[config.mk]
export PLATFORM = sky130hd
export DESIGN_NAME = cacheline_adaptor
export DESIGN_NICKNAME = d
export VERILOG_FILES = /design/src/rtl/cacheline_adaptor_pkg.sv /design/src/rtl/cacheline_adaptor.sv
export SDC_FILE = /design/constraint.sdc
export NUM_CORES = 1
export LEC_CHECK = 0
export ABC_CLOCK_PERIOD_IN_PS = 2650
export BUFFER_PORTS_ARGS = -buffer_cell sky130_fd_sc_hd__buf_2
export CAP_MARGIN = 40
export CELL_PAD_IN_SITES_DETAIL_PLACEMENT = 0
export CELL_PAD_IN_SITES_GLOBAL_PLACEMENT = 1
export CORE_AREA = 2 2 281 283
export CTS_CLUSTER_SIZE = 30
export DETAILED_ROUTE_END_ITERATION = 12
export DIE_AREA = 0 0 283 285
export PLACE_DENSITY_LB_ADDON = 0.1
export SLEW_MARGIN = 0
export SYNTH_ARGS = -nofsm -noshare
export SYNTH_HDL_FRONTEND = slang
export SYNTH_SLANG_ARGS = --single-unit
[constraint.sdc]
create_clock -name clk -period 2.65 [get_ports clk]
set_input_delay 0.53 -clock clk [delete_from_list [all_inputs] [get_ports clk]]
set_output_delay 0.53 -clock clk [all_outputs]
set_load 0.02 [all_outputs]
[src/rtl/cacheline_adaptor_pkg.sv]
// Shared constants and types for the cacheline adaptor.
// Line/beat geometry, FSM state encoding and an address-alignment helper.
package cacheline_adaptor_pkg;

  localparam int LINE_W   = 256;
  localparam int BURST_W  = 64;
  localparam int BEATS    = LINE_W / BURST_W;
  localparam int CNT_W    = $clog2(BEATS);
  localparam int OFFSET_W = $clog2(LINE_W / 8);

  localparam logic [CNT_W-1:0] LAST_BEAT      = CNT_W'(BEATS - 1);
  localparam logic [31:0]      ADDR_LINE_MASK = ~((32'd1 << OFFSET_W) - 32'd1);

  typedef enum logic [1:0] {
    IDLE  = 2'd0,
    READ  = 2'd1,
    WRITE = 2'd2,
    DONE  = 2'd3
  } cla_state_t;

  function automatic logic [31:0] line_align(input logic [31:0] addr);
    return addr & ADDR_LINE_MASK;
  endfunction

  function automatic int beat_lsb(input logic [CNT_W-1:0] cnt);
    return int'(cnt) * BURST_W;
  endfunction

endpackage

[src/rtl/cacheline_adaptor.sv]
// Bridges 256-bit cacheline reads/writes from the arbiter to 4-beat 64-bit
// memory bursts; one resp_o pulse per completed line.
module cacheline_adaptor
  import cacheline_adaptor_pkg::*;
(
  input  logic               clk,
  input  logic               reset_n,
  input  logic [LINE_W-1:0]  line_i,
  output logic [LINE_W-1:0]  line_o,
  input  logic [31:0]        address_i,
  input  logic               read_i,
  input  logic               write_i,
  output logic               resp_o,
  input  logic [BURST_W-1:0] burst_i,
  output logic [BURST_W-1:0] burst_o,
  output logic [31:0]        address_o,
  output logic               read_o,
  output logic               write_o,
  input  logic               resp_i
);

  cla_state_t         state_r, state_nxt_s;
  logic [CNT_W-1:0]   cnt_r, cnt_nxt_s;
  logic [LINE_W-1:0]  line_buf_r, line_buf_nxt_s;
  logic [31:0]        addr_r, addr_nxt_s;
  logic               read_r, write_r, resp_r;
  logic [BURST_W-1:0] burst_r;
  logic               last_beat_s;

  assign last_beat_s = resp_i && (cnt_r == LAST_BEAT);

  // Next-state decode; read wins if the arbiter ever raises both requests.
  always_comb begin
    state_nxt_s = state_r;
    case (state_r)
      IDLE: begin
        if (read_i) begin
          state_nxt_s = READ;
        end else if (write_i) begin
          state_nxt_s = WRITE;
        end else begin
          state_nxt_s = IDLE;
        end
      end
      READ: begin
        if (last_beat_s) begin
          state_nxt_s = DONE;
        end else begin
          state_nxt_s = READ;
        end
      end
      WRITE: begin
        if (last_beat_s) begin
          state_nxt_s = DONE;
        end else begin
          state_nxt_s = WRITE;
        end
      end
      DONE:    state_nxt_s = IDLE;
      default: state_nxt_s = IDLE;
    endcase
  end

  // Datapath next values: beat counter, line buffer and latched address.
  always_comb begin
    cnt_nxt_s      = cnt_r;
    line_buf_nxt_s = line_buf_r;
    addr_nxt_s     = addr_r;
    case (state_r)
      IDLE: begin
        if (read_i || write_i) begin
          addr_nxt_s     = line_align(address_i);
          cnt_nxt_s      = {CNT_W{1'b0}};
          line_buf_nxt_s = read_i ? line_buf_r : line_i;
        end else begin
          cnt_nxt_s = cnt_r;
        end
      end
      READ: begin
        if (resp_i) begin
          line_buf_nxt_s[beat_lsb(cnt_r) +: BURST_W] = burst_i;
          cnt_nxt_s = cnt_r + CNT_W'(1);
        end else begin
          cnt_nxt_s = cnt_r;
        end
      end
      WRITE: begin
        if (resp_i) begin
          cnt_nxt_s = cnt_r + CNT_W'(1);
        end else begin
          cnt_nxt_s = cnt_r;
        end
      end
      default: begin
        cnt_nxt_s = cnt_r;
      end
    endcase
  end

  // State, datapath and registered bus outputs; reset discards any partial line.
  always_ff @(posedge clk or negedge reset_n) begin
    if (!reset_n) begin
      state_r    <= IDLE;
      cnt_r      <= {CNT_W{1'b0}};
      line_buf_r <= {LINE_W{1'b0}};
      addr_r     <= 32'd0;
      read_r     <= 1'b0;
      write_r    <= 1'b0;
      resp_r     <= 1'b0;
      burst_r    <= {BURST_W{1'b0}};
    end else begin
      state_r    <= state_nxt_s;
      cnt_r      <= cnt_nxt_s;
      line_buf_r <= line_buf_nxt_s;
      addr_r     <= addr_nxt_s;
      read_r     <= (state_nxt_s == READ);
      write_r    <= (state_nxt_s == WRITE);
      resp_r     <= (state_nxt_s == DONE);
      // Outgoing beat tracks the counter, so it only moves on a strobe.
      burst_r    <= line_buf_nxt_s[beat_lsb(cnt_nxt_s) +: BURST_W];
    end
  end

  assign line_o    = line_buf_r;
  assign address_o = addr_r;
  assign read_o    = read_r;
  assign write_o   = write_r;
  assign resp_o    = resp_r;
  assign burst_o   = burst_r;

endmodule

# Word level (Yosys, flattened, before mapping)
# Cells that the tools add are included.
# totals
inputBits,357
out_inout_bits,355
register_bits,354
# op_classes
n_mux,13
add_sub_neg,2
reduce_logical,5
n_shift,3
n_eq_ne,7
# ops
operator,n
$mux W256,3
$pmux W256 S2,1
$bwmux W256,1
$shift A64 B33 Y256 const A,1
$shiftx A256 B9 Y64,1
$shiftx A64 B33 Y256,1
$neg A8 Y33,1
$eq A2 B2 Y1 const B,5
$mux W2,5
$pmux W2 S4,1
$eq A2 B1 Y1 const B,2
$pmux W2 S2,1
$add A2 B1 Y2 const B,1
$logic_not A2 Y1,1
$reduce_and A2 Y1,1
$reduce_or A2 Y1,1
$logic_and A1 B1 Y1,1
$logic_or A1 B1 Y1,1
$mux W1,1

# Logic depth before layout (Yosys ltp)
# logic_depth
depth_word,6
mapped_depth,11
depth_no_buf,8

# Worst setup path before layout
# No wires, ideal clock.
# synth_timing
path_kind,flip-flop to flip-flop
start,reg cnt_r[0]
end,"reg burst_r[32], in the netlist burst_o[32]"
synth_period_minus_slack_ns,2.274
path_stages_with_launch,10
path_slack_ns,0.376
arrival_ns,2.139
path_cell_list,dfrtp_1 inv_1 ha_1 and3b_1 and4_1 buf_2 buf_2 a221o_1 mux2i_1 mux2i_1
# synth_between
elab_chain_cells,6
elab_cells_between_ends,11
classes_between,2 x add/sub; 3 x shift; 6 x mux
# synth_rtl
item,line_no,rtl
start: declaration,cacheline_adaptor.sv:23,"logic [CNT_W-1:0] cnt_r, cnt_nxt_s;"
start signal: assignment,cacheline_adaptor.sv:104,cnt_r <= {CNT_W{1'b0}};
start signal: assignment,cacheline_adaptor.sv:113,cnt_r <= cnt_nxt_s;
$neg A8 Y33 *,cacheline_adaptor.sv:81,line_buf_nxt_s[beat_lsb(cnt_r) +: BURST_W] = burst_i;
$shiftx A64 B33 Y256 or $shift A64 B33 Y256 (tied branches),cacheline_adaptor.sv:81,
$bwmux W256 *,cacheline_adaptor.sv:81,
$mux W256 *,cacheline_adaptor.sv:80,if (resp_i) begin
$pmux W256 S2 *,cacheline_adaptor.sv:69,case (state_r)
net line_buf_nxt_s[32],cacheline_adaptor.sv:24,"logic [LINE_W-1:0] line_buf_r, line_buf_nxt_s;"
$shiftx A256 B9 Y64 *,cacheline_adaptor.sv:120,burst_r <= line_buf_nxt_s[beat_lsb(cnt_nxt_s) +: BURST_W];
end signal: assignment,cacheline_adaptor.sv:110,burst_r <= {BURST_W{1'b0}};
end signal: assignment,cacheline_adaptor.sv:120,
end: declaration,cacheline_adaptor.sv:27,logic [BURST_W-1:0] burst_r;
# The timed path passes the listed nets; every way through them passes the cells marked *.
# A chain may end at the register's enable or synchronous reset.

# Final worst setup path
# layout_timing
start,reg state_r[1]
end,"reg burst_r[36], in the netlist burst_o[36]"
# layout_between
elab_cells_between_ends,7
classes_between,2 x eq/ne; 1 x shift; 2 x mux; 2 x reduce/logical
# layout_lines
item,line_no,rtl
start: declaration,cacheline_adaptor.sv:22,"cla_state_t state_r, state_nxt_s;"
start signal: assignment,cacheline_adaptor.sv:112,state_r <= state_nxt_s;
$eq A2 B1 Y1 or $logic_not A2 Y1 (tied branches),cacheline_adaptor.sv:69,
$pmux W256 S2 *,cacheline_adaptor.sv:69,
net line_buf_nxt_s[228],cacheline_adaptor.sv:24,
$shiftx A256 B9 Y64 *,cacheline_adaptor.sv:120,
# Marked as above.

==> out/results.txt <==
Reg power frac = 25.7%
H-tree Lvls = 2
Total power = 38.9 mW
Fin util = 34.4%
Postcts setup bufs = 0
CTS tree = built
DR pass1 iterations = 5
First-pass GRT wire length = 137 mm
DRC = 0
Routed via count = 17.6k
Startpoint types = register
GRT overflow = 0
Clock period minus worst slack = 2.57 ns
Total routed wirelength = 95.1 mm
Worst Reg-to-Reg Cells = 10
Top cells by count, synth = dfrtp_1, mux2i_1, a221o_1
Routability cong. = 0.848
Number of synthesized flops with an enable pin = 0
Worst path arrival time = 3.01 ns
Critical path destination = burst_o[36]
Slew Limit Headroom = 54.9%
CP cell instances = inv_1 -> ha_2 -> buf_4 -> nand3_4 -> buf_4 -> and3_1 -> a221o_1 -> mux2i_1 -> buf_4 -> mux2i_1
#FFs+latches synth = 354
Peak supply drop = 0.726 mV
Synth area leaders = dfrtp_1, mux2i_1, a221o_1, mux2_4, and3_1
Syn_area_per_cell = 12.2 µm²
Initial DRC count = 1010
Slowest CP cell = dfrtp_1
Port buffer count = 701
Beginning of the critical path = state_r[1]
Die ar. = 0.0807 mm²
Hold Vio Cnt, Final = 0
Die height = 285 µm
NumNets Final = 2702
Slack of the worst reg-to-reg path = 0.08 ns
Vias in the first global route = 18.5k
Final setup TNS = 0 ns
Worst Skew = 0.0181 ns
Fin cells = 3429
Max-slew violations = 0
Syn Inst Count = 1628
Dpl cells = 3337
Reg2reg end = burst_o[36]
Vias per cell = 5.12
Synth Flop Type = dfrtp_1
RSZ-0062 raised after global routing = no
Critical path required time = 3.09 ns
Crit path kind = register to register
Logic gate share of total power = 58.0%
CTS buffer count = 46
Synth area leader = dfrtp_1
R2r startpoint = state_r[1]
Total core area = 0.0780 mm²
Yosys warns = 0
Worst hold slack = 0.187 ns
CP Capture Type = register
DR WL/cell = 27.7 µm
Layout cell share with drive strength beyond 1 = 44.6%
Cell-internal power = 21.4 mW
CTS sink cnt = 354
P_leak = 13.9 nW
DP HPWL = 68.7 mm
Std cell rows = 103
Crit path max fanout = 23
Setup violations, final = 0
Largest net degree at the start of global routing = 89
Reg clk slew, reported paths = 0.06 ns
GR Util All Layers = 22.8%
Max incr delay on CP = 0.40 ns
Seq/Total Area, Yosys = 44.6%
Synth cell types = 52
Async SR Flop Fraction = 100%
Synth Cell Area = 0.0199 mm²
Clock network fraction of design power = 16.3%
Slew @ Worst Pin = 0.677 ns
Crit path top cell by count = buf_4
Switching portion of total power = 45.0%
Psw = 17.5 mW
Die Wd = 283 µm
Antenna violations before repair = 27
ANT nets after route = 0
Top Ports = 712
Root buffer cell = clkbuf_16
Clock Path Buffers = 3
Syn-to-layout area delta = 35.1%
Maximum clock rate = 389 MHz
P per Cell Area = 1450 mW/mm²
Top-count cell post-synth = dfrtp_1
Clock latency on the worst-skew pair = 0.58 ns
Worst hold path class = input pin to register
Period Utilization, post-route = 97.1%
Status = completed
Initial Util = 25.5%
Fillers = 8017
Max Cap Viol = 0
Post-synth top area share = 44.6%
==> per-stage QoR <==
step | area, µm² | worst slack (ns)
after floorplan | 19900 | 0.376
after global placement | 25300 | -0.000245
after detailed placement | 25300 | 0.00691
after CTS | 26800 | 0.000369
after global routing | 26800 | 0.00294
final | 26800 | 0.0761
==> sequential cells by signal, summed over array words and instances, names as in the netlist <==
register / count
line_o: 256
write_o: 1
state_r: 2
address_o: 27
cnt_r: 2
read_o: 1
resp_o: 1
burst_o: 64
==> power groups by stage <==
stage | clock, mW | combinational, mW | sequential, mW
6_report | 6.35 | 22.5 | 9.99
3_3_place_gp | 0 | 22.6 | 10.0
2_1_floorplan | 0 | 11.1 | 12.8
5_1_grt | 6.74 | 24.1 | 10.3
4_1_cts | 6.51 | 22.7 | 9.98
3_5_place_dp | 0 | 22.6 | 10.0
==> critical path, delay by kind of cell (launching register included) <==
| kind | cells | cell delay [ns] |
|---|---|---|
| AO/OA/AOI/OAI | 1 | 0.29 |
| flip-flops | 1 | 0.40 |
| AND/OR/NAND/NOR | 2 | 0.32 |
| adder cells (fa/ha/maj) | 1 | 0.30 |
| buffers and inverters | 4 | 0.74 |
| multiplexers | 2 | 0.34 |
==> cells by family (layout without fill, tap and decap cells) <==
| logic type | after synthesis | in the layout | synth area share [%] |
|---|---|---|---|
| muxes | 463 | 463 | 26.6 |
| DFF | 354 | 354 | 44.6 |
| and+or+nand+nor | 352 | 352 | 9.52 |
| AOI/OAI and AO/OA | 277 | 277 | 13.8 |
| buffers and inverters | 172 | 907 | 4.95 |
| adders and majority gates | 9 | 9 | 0.567 |
| other | 1 | 17 | 0.0189 |
==> routing by layer <==
layer	up-vias	wire length [µm]	track usage [%]	part of all wire, %
li1	7720	-	-	-
met1	9070	40200	28.8	42
met2	601	46400	38.9	49
met3	130	6160	5.74	6.5
met4	30	2110	5.65	2.2
met5	-	191	0	0.20
==> placed cells by master (no fill, tap or decap), types with 5 or more instances in the layout <==
cell and n:
a221o_1 250, a221o_2 6, a32o_1 5, and3_1 182
buf_12 43, buf_2 700, buf_4 76, clkbuf_1 9
clkbuf_16 47, clkbuf_8 14, clkinv_2 5, conb_1 5
dfrtp_1 354, diode_2 12, ha_1 7, inv_1 6
mux2_1 69, mux2_2 40, mux2_4 100, mux2i_1 252
nand2_1 136
==> worst min path at each step <==
stage,startpoint,end,slack [ns],cells past startpoint
floorplan,reset_n,address_o[10],0.23,0
CTS,address_i[27],address_o[27],0.14,2
global placement,address_o[9],address_o[9],0.49,1
finish,address_i[27],address_o[27],0.19,2
global route,address_i[24],address_o[24],0.16,2
detailed placement,address_o[25],address_o[25],0.49,1
==> area by class of cell <==
| cell class | count | area [µm²] | area share, % |
|---|---|---|---|
| Multi-Input combinational cell | 1106 | 10100 | 37.7 |
| Sequential cell | 354 | 8860 | 33.0 |
| Clock buffer | 70 | 1400 | 5.23 |
| Antenna cell | 12 | 30.0 | 0.112 |
| Inverter | 7 | 28.8 | 0.107 |
| Clock inverter | 9 | 101 | 0.378 |
| Tap cell | 1050 | 1310 | 4.90 |
| Timing Repair Buffer | 821 | 4960 | 18.5 |
==> repair_timing <==
| action | in CTS | in global routing |
|---|---|---|
| hold endpoints to repair | 40 | 0 |
| setup endpoints to repair | 0 | 17 |
| resized for setup | 0 | 3 |
| hold buffers | 1 | 0 |
(Power assumes the default switching activity.)
